--- src/rtl/unmask_pkg.sv ---
// Shared FSM encoding and sizing helper for the sequential share recombiner.
// The UNMASK_ZEROIZE_EN macro is consumed by shares_unmask_seq.
package unmask_pkg;

    typedef enum logic [1:0] {
        IDLE  = 2'd0,
        ACCUM = 2'd1,
        DONE  = 2'd2
    } state_t;

    function automatic int idx_w(input int n);
        return (n <= 1) ? 1 : $clog2(n);
    endfunction

endpackage

--- src/rtl/shares_unmask_seq_share_sel.sv ---
// Picks share number i_idx out of one bit's d-share vector.
module share_sel #(
    parameter int d  = 1,
    parameter int IW = 1
) (
    input  logic [d-1:0]  i_shares,
    input  logic [IW-1:0] i_idx,
    output logic          o_bit
);

    always_comb begin
        o_bit = 1'b0;
        for (int j = 0; j < d; j++) begin
            if (i_idx == IW'(j)) o_bit = i_shares[j];
        end
    end

endmodule

--- src/rtl/shares_unmask_seq.sv ---
// Sequential unmasking: XORs one share per bit per cycle into an accumulator.
// Define UNMASK_ZEROIZE_EN to wipe consumed shares from the share register.
module shares_unmask_seq
    import unmask_pkg::*;
#(
    parameter int d     = 1,
    parameter int count = 1
) (
    input  logic               clk,
    input  logic               rst,
    input  logic               in_valid,
    output logic               in_ready,
    input  logic [count*d-1:0] in_shares,
    output logic               out_valid,
    input  logic               out_ready,
    output logic [count-1:0]   out,
    output logic               busy
);

    localparam int            IW   = idx_w(d);
    localparam logic [IW-1:0] LAST = IW'(d - 1);

    state_t               r_state;
    logic [count*d-1:0]   r_shares;
    logic [count-1:0]     r_acc;
    logic [IW-1:0]        r_idx;
    logic                 r_in_ready;
    logic                 r_out_valid;
    logic                 r_busy;
    logic [count-1:0]     w_sel;

    for (genvar gi = 0; gi < count; gi++) begin : g_sel
        share_sel #(
            .d  (d),
            .IW (IW)
        ) u_sel (
            .i_shares (r_shares[gi*d +: d]),
            .i_idx    (r_idx),
            .o_bit    (w_sel[gi])
        );
    end

`ifdef UNMASK_ZEROIZE_EN
    // one-hot of the share position being consumed, replicated per bit
    logic [count*d-1:0] w_clr;

    always_comb begin
        w_clr = '0;
        for (int i = 0; i < count; i++) begin
            for (int j = 0; j < d; j++) begin
                if (r_idx == IW'(j)) w_clr[i*d+j] = 1'b1;
            end
        end
    end
`endif

    always_ff @(posedge clk or posedge rst) begin
        if (rst) begin
            r_state     <= IDLE;
            r_shares    <= '0;
            r_acc       <= '0;
            r_idx       <= '0;
            r_in_ready  <= 1'b1;
            r_out_valid <= 1'b0;
            r_busy      <= 1'b0;
        end else begin
            unique case (r_state)
                IDLE: begin
                    if (in_valid) begin
                        r_shares   <= in_shares;
                        r_acc      <= '0;
                        r_idx      <= '0;
                        r_state    <= ACCUM;
                        r_in_ready <= 1'b0;
                        r_busy     <= 1'b1;
                    end
                end
                ACCUM: begin
                    r_acc <= r_acc ^ w_sel;
`ifdef UNMASK_ZEROIZE_EN
                    r_shares <= r_shares & ~w_clr;
`endif
                    if (r_idx == LAST) begin
                        r_state     <= DONE;
                        r_out_valid <= 1'b1;
`ifdef UNMASK_ZEROIZE_EN
                        r_shares    <= '0;
`endif
                    end else begin
                        r_idx <= r_idx + IW'(1);
                    end
                end
                DONE: begin
                    if (out_ready) begin
                        r_state     <= IDLE;
                        r_out_valid <= 1'b0;
                        r_in_ready  <= 1'b1;
                        r_busy      <= 1'b0;
                    end
                end
                default: begin
                    r_state     <= IDLE;
                    r_out_valid <= 1'b0;
                    r_in_ready  <= 1'b1;
                    r_busy      <= 1'b0;
                end
            endcase
        end
    end

    assign in_ready  = r_in_ready;
    assign out_valid = r_out_valid;
    assign out       = r_acc;
    assign busy      = r_busy;

endmodule

--- config.mk ---
export PLATFORM = sky130hd
export DESIGN_NAME = shares_unmask_seq
export DESIGN_NICKNAME = d
export VERILOG_FILES = /design/src/rtl/unmask_pkg.sv /design/src/rtl/shares_unmask_seq_share_sel.sv /design/src/rtl/shares_unmask_seq.sv
export SDC_FILE = /design/constraint.sdc
export NUM_CORES = 1
export LEC_CHECK = 0
export ABC_CLOCK_PERIOD_IN_PS = 3500
export BUFFER_PORTS_ARGS = -buffer_cell sky130_fd_sc_hd__buf_2
export CAP_MARGIN = 10
export CELL_PAD_IN_SITES_DETAIL_PLACEMENT = 1
export CELL_PAD_IN_SITES_GLOBAL_PLACEMENT = 2
export CORE_AREA = 2 2 39 41
export CTS_CLUSTER_DIAMETER = 80
export DETAILED_ROUTE_END_ITERATION = 10
export DIE_AREA = 0 0 41 43
export GPL_TIMING_DRIVEN = 1
export PLACE_DENSITY_LB_ADDON = 0.1
export SETUP_SLACK_MARGIN = 0.5
export SLEW_MARGIN = 5
export SYNTH_ARGS = -nofsm -noshare
export SYNTH_HDL_FRONTEND = slang
export SYNTH_HIERARCHICAL = 1
export SYNTH_SLANG_ARGS = --single-unit
--- constraint.sdc ---
create_clock -name clk -period 3.5 [get_ports clk]
set_input_delay 0.525 -clock clk [delete_from_list [all_inputs] [get_ports clk]]
set_output_delay 0.525 -clock clk [all_outputs]
set_load 0.05 [all_outputs]
### Word-level counts from Yosys, hierarchy flattened

Cells that the tools add are included.

| word-level totals | value |
|---|---|
| bits in registers | 8 |
| input port bits | 5 |
| output and inout bits | 4 |
| logic and storage cells | 39 |

| cells by class | value |
|---|---|
| add/subtract/negate cells | 1 |
| equal/unequal tests | 5 |
| muxes and demuxes | 16 |
| bitwise operators | 3 |
| reductions and logical operators | 7 |

Operators with widths:

| operator | count |
|---|---|
| $pmux W1 S3 | 3 |
| $reduce_and A3 Y1 | 3 |
| $mux W1 | 7 |
| $mux W2 | 3 |
| $ne A2 B2 Y1 const B | 3 |
| $pmux W2 S3 | 1 |
| $pmux W1 S2 | 2 |
| $reduce_and A2 Y1 | 2 |
| $eq A2 B1 Y1 const B | 1 |
| $eq A2 B2 Y1 const B | 1 |
| $logic_not A2 Y1 | 1 |
| $not A1 Y1 | 2 |
| $reduce_bool A2 Y1 | 1 |
| $add A1 B1 Y1 const B | 1 |
| $xor A1 B1 Y1 | 1 |

### Logic depth before layout (Yosys ltp)

| depth | value |
|---|---|
| depth after elaboration | 3 |
| depth in mapped cells | 4 |
| depth with buffers taken out | 4 |

### Modules after synthesis

The synthesis kept the hierarchy.

Modules (own cells, without submodules):

| module | times used | cells each | area each (µm²) | seq. area each (µm²) |
|---|---|---|---|---|
| shares_unmask_seq | 1 | 28 | 306.5 | 176.4 |
| share_sel | 1 | 1 | 13.8 | 0.0 |

### Least setup slack after synthesis

Ideal clock, no wire load.

| timing path | value |
|---|---|
| path type | input -> register |
| from | input port in_valid |
| to | register r_shares |
| library setup time | 0.125 ns |
| arrival | 1.100 ns |
| required time | 3.375 ns |
| setup slack | 2.275 ns |
| stages | 3 |
| path buffers | 0 |
| cell sequence | nor2b_2 > nor2b_4 > mux2_4 |

| on the way | value |
|---|---|
| cells in the longest elaborated chain, start to end | 1 |

RTL lines:

| item | RTL line | RTL |
|---|---|---|
| from (decl) | shares_unmask_seq.sv:11 | `input logic in_valid,` |
| $reduce_and A2 Y1 (no line) | -- |  |
| to (signal assigned) | shares_unmask_seq.sv:70 | `r_shares <= in_shares;` |
| to (decl) | shares_unmask_seq.sv:24 | `logic [count*d-1:0] r_shares;` |

Every way passes these cells.
A chain may end at the register's enable or synchronous reset.

### Worst setup path in the final report

| timing path | value |
|---|---|
| from | register r_in_ready (netlist: in_ready) |
| to | output port in_ready |

RTL lines:

| item | RTL line | RTL |
|---|---|---|
| from (decl) | shares_unmask_seq.sv:27 | `logic r_in_ready;` |
| from (signal assigned) | shares_unmask_seq.sv:63 | `r_in_ready <= 1'b1;` |
| from (signal assigned) | shares_unmask_seq.sv:74 | `r_in_ready <= 1'b0;` |
| from (signal assigned) | shares_unmask_seq.sv:97 | `r_in_ready <= 1'b1;` |
| to (decl) | shares_unmask_seq.sv:12 | `output logic in_ready,` |

No word-level cell between the ends.

==> results.cfg <==
[global_route]
grt_start_max_net_pins = 8
grt_pass1_wl_um = 1060
antenna_found_initial = 0
gr-usage-all-layers_pct = 9.92
grt_overflow_total = 0
grt_pass1_vias = 251

[final_layout]
final_cells = 57
regArea_um2 = 176
drive_above_1_share_pct = 39.0
fillers = 160
multi_input_area_um2 = 129
diodes = 0
postLayoutCellArea_um2 = 407
nNetsFinal = 47
area_growth_syn_to_layout_pct = 27.0

[logic_synthesis]
async_flop_share_pct = 100
yosysWarnings = 6
yosys.cell_types.count = 16
synth-compound-area-share_pct = 12.1
synthSimpleGateAreaFrac_pct = 19.1
yosys.area_share.adder_pct = 0
synth-edff-count = 0
netlist_top_cells_count = dfrtp_1, inv_1, o21ai_0
yosys-top-cells-area = dfrtp_1, nor2b_4, dfstp_2, o21ai_0, inv_1
yosysMostFrequentCell = dfrtp_1
ys.flop_type = dfrtp_1
synth_top_family_by_area = simple AND/OR/NAND/NOR gates
syn-num-nets = 34
synthMuxAreaShare_pct = 7.81
synth_area_leader_cell = dfrtp_1
synth_area_um2 = 320
syn_area_per_cell_um2 = 11.0
synth_top_area_share_pct = 46.9
syn_inst = 29
synth_xor_area_share_pct = 0
synth-seq-cells = 7
yosysSeqAreaShare_pct = 55.1

[die]
io_pins = 9
fp.dieW_um = 41
dieHeight_um = 43
core_area_um2 = 1380
die-area_um2 = 1760
start_util_pct = 23.1
rows = 14

[job]
max_cap_violations = 0

[clocking]
cts_resized = 0
clock-root-buffer = clkbuf_4
ctsHoldBuffers = 0
path_clk_slew_ps = 60
cts-htree-levels = 1
cts_tree = built
cts_buffers = 3
cts_sinks = 7
postCtsSetupBuffers = 0
clock_path_buffers = 2
insertion_delay_ps = 260

[routing]
first_pass_iters = 3
viasPerCell = 4.25
finalWirelength_um = 648
dr.first_iter.drc_count = 6
routedWlPerCell_um = 11.4
vias = 242
drc_errors = 0
postRouteAntennaNets = 0

[sta]
hold_viol = 0
period_needed_ps = 1560
drv_slew = 0
tns_ps = 0
setup_viol = 0
rsz0062_at_grt = false
min_period_over_period_pct = 44.6
fin_skew_ps = 1.62
max_freq_mhz = 640
layout_setup_ws_ps = 1940

[placed_design]
place_area_um2 = 380
portBuffers = 8
hpwlAfterDp_um = 477
gp_congestion = 0.670
dp_slack_ps = 2110
placed_cells = 53

[critical_path]
worst_ep_required_time_ps = 2970
cpMaxStageDelayCell = dfstp_2
cpPeakStageDelay_ps = 520
cp_num_buf_inv = 1
crit_family = flip-flops
endpoint_kind = output port
arrival_ps = 1040
critPathMaxFanout = 2
r2r_cells = 3
path_depth = 1
setup.worst_path.start_class = register
cp_cell_sequence = buf_2
worstSetupPathType = reg -> out

[status]
outcome = finished clean

[power_and_ir_drop]
peakVddDrop_v = 0.000250
p_leak_uw = 0.000208
total_power_uw = 416
power_density_nw_per_um2 = 1020

[min_path]
hold_class = in -> async
-- layout by cell type, fill, tap and decap left out --
| master | n |
|---|---|
| nor3b_1 | 1 |
| clkbuf_4 | 3 |
| nor2b_1 | 1 |
| nor2b_4 | 2 |
| inv_1 | 4 |
| nor2_1 | 1 |
| clkbuf_1 | 1 |
| conb_1 | 1 |
| dfrtp_1 | 6 |
| o21ai_0 | 3 |
| o22ai_1 | 1 |
| nand2_1 | 2 |
| nor2b_2 | 1 |
| buf_2 | 8 |
| dfstp_2 | 1 |
| a21oi_1 | 2 |
| mux2_4 | 1 |
| mux2i_1 | 1 |
| o21a_1 | 1 |
-- area by class of cell --
cell class | count | area share, %
inverters | 4 | 3.69
well taps | 16 | 4.92
clock buffers | 4 | 6.46
repair buffers | 8 | 9.85
multi-input cells | 18 | 31.7
flip-flops and latches | 7 | 43.4
-- registers in the layout, indices dropped and copies added, names as in the netlist --
register	flops
r_state	2
busy	1
in_ready	1
out	1
out_valid	1
r_shares	1
-- final timing paths --
| path | from | end | slack [ps] |
|---|---|---|---|
| worst min register to register | in_ready | in_ready | 460 |
| worst max register to register | r_state[1] | r_shares | 2280 |
| worst min-delay path | rst | r_state[0] | 190 |
| min in group clk | in_ready | in_ready | 460 |
| max in group asynchronous | rst | in_ready | 3030 |
| worst max-delay path | in_ready | in_ready | 1940 |
-- stage by stage --
step                      hold slack (ps)  util, %
after CTS                             200     29.4
after global routing                  210     29.4
after global placement                452     27.5
after floorplan                       328        -
final                                 192     29.4
after detailed placement              461     27.5
-- power by group --
| part | internal, uW | switching, uW | total, uW |
|---|---|---|---|
| registers | 122 | 36.6 | 159 |
| logic | 63.6 | 117 | 180 |
| clock network | 43.8 | 33.6 | 77.4 |
| total | 230 | 187 | 416 |
-- logic make-up after synthesis --
logic type,after synthesis
and+or+nand+nor,8
other,1
buffers and inverters,4
AOI/OAI and AO/OA,7
muxes,2
DFF,7
-- layer usage --
| metal | part of all wire [%] | track usage (%) |
|---|---|---|
| met5 | 0 | 0 |
| met4 | 4.5 | 12.0 |
| met3 | 3.5 | 3.14 |
| met2 | 49 | 12.2 |
| met1 | 43 | 11.6 |
Power figures use the tool's default switching activity.
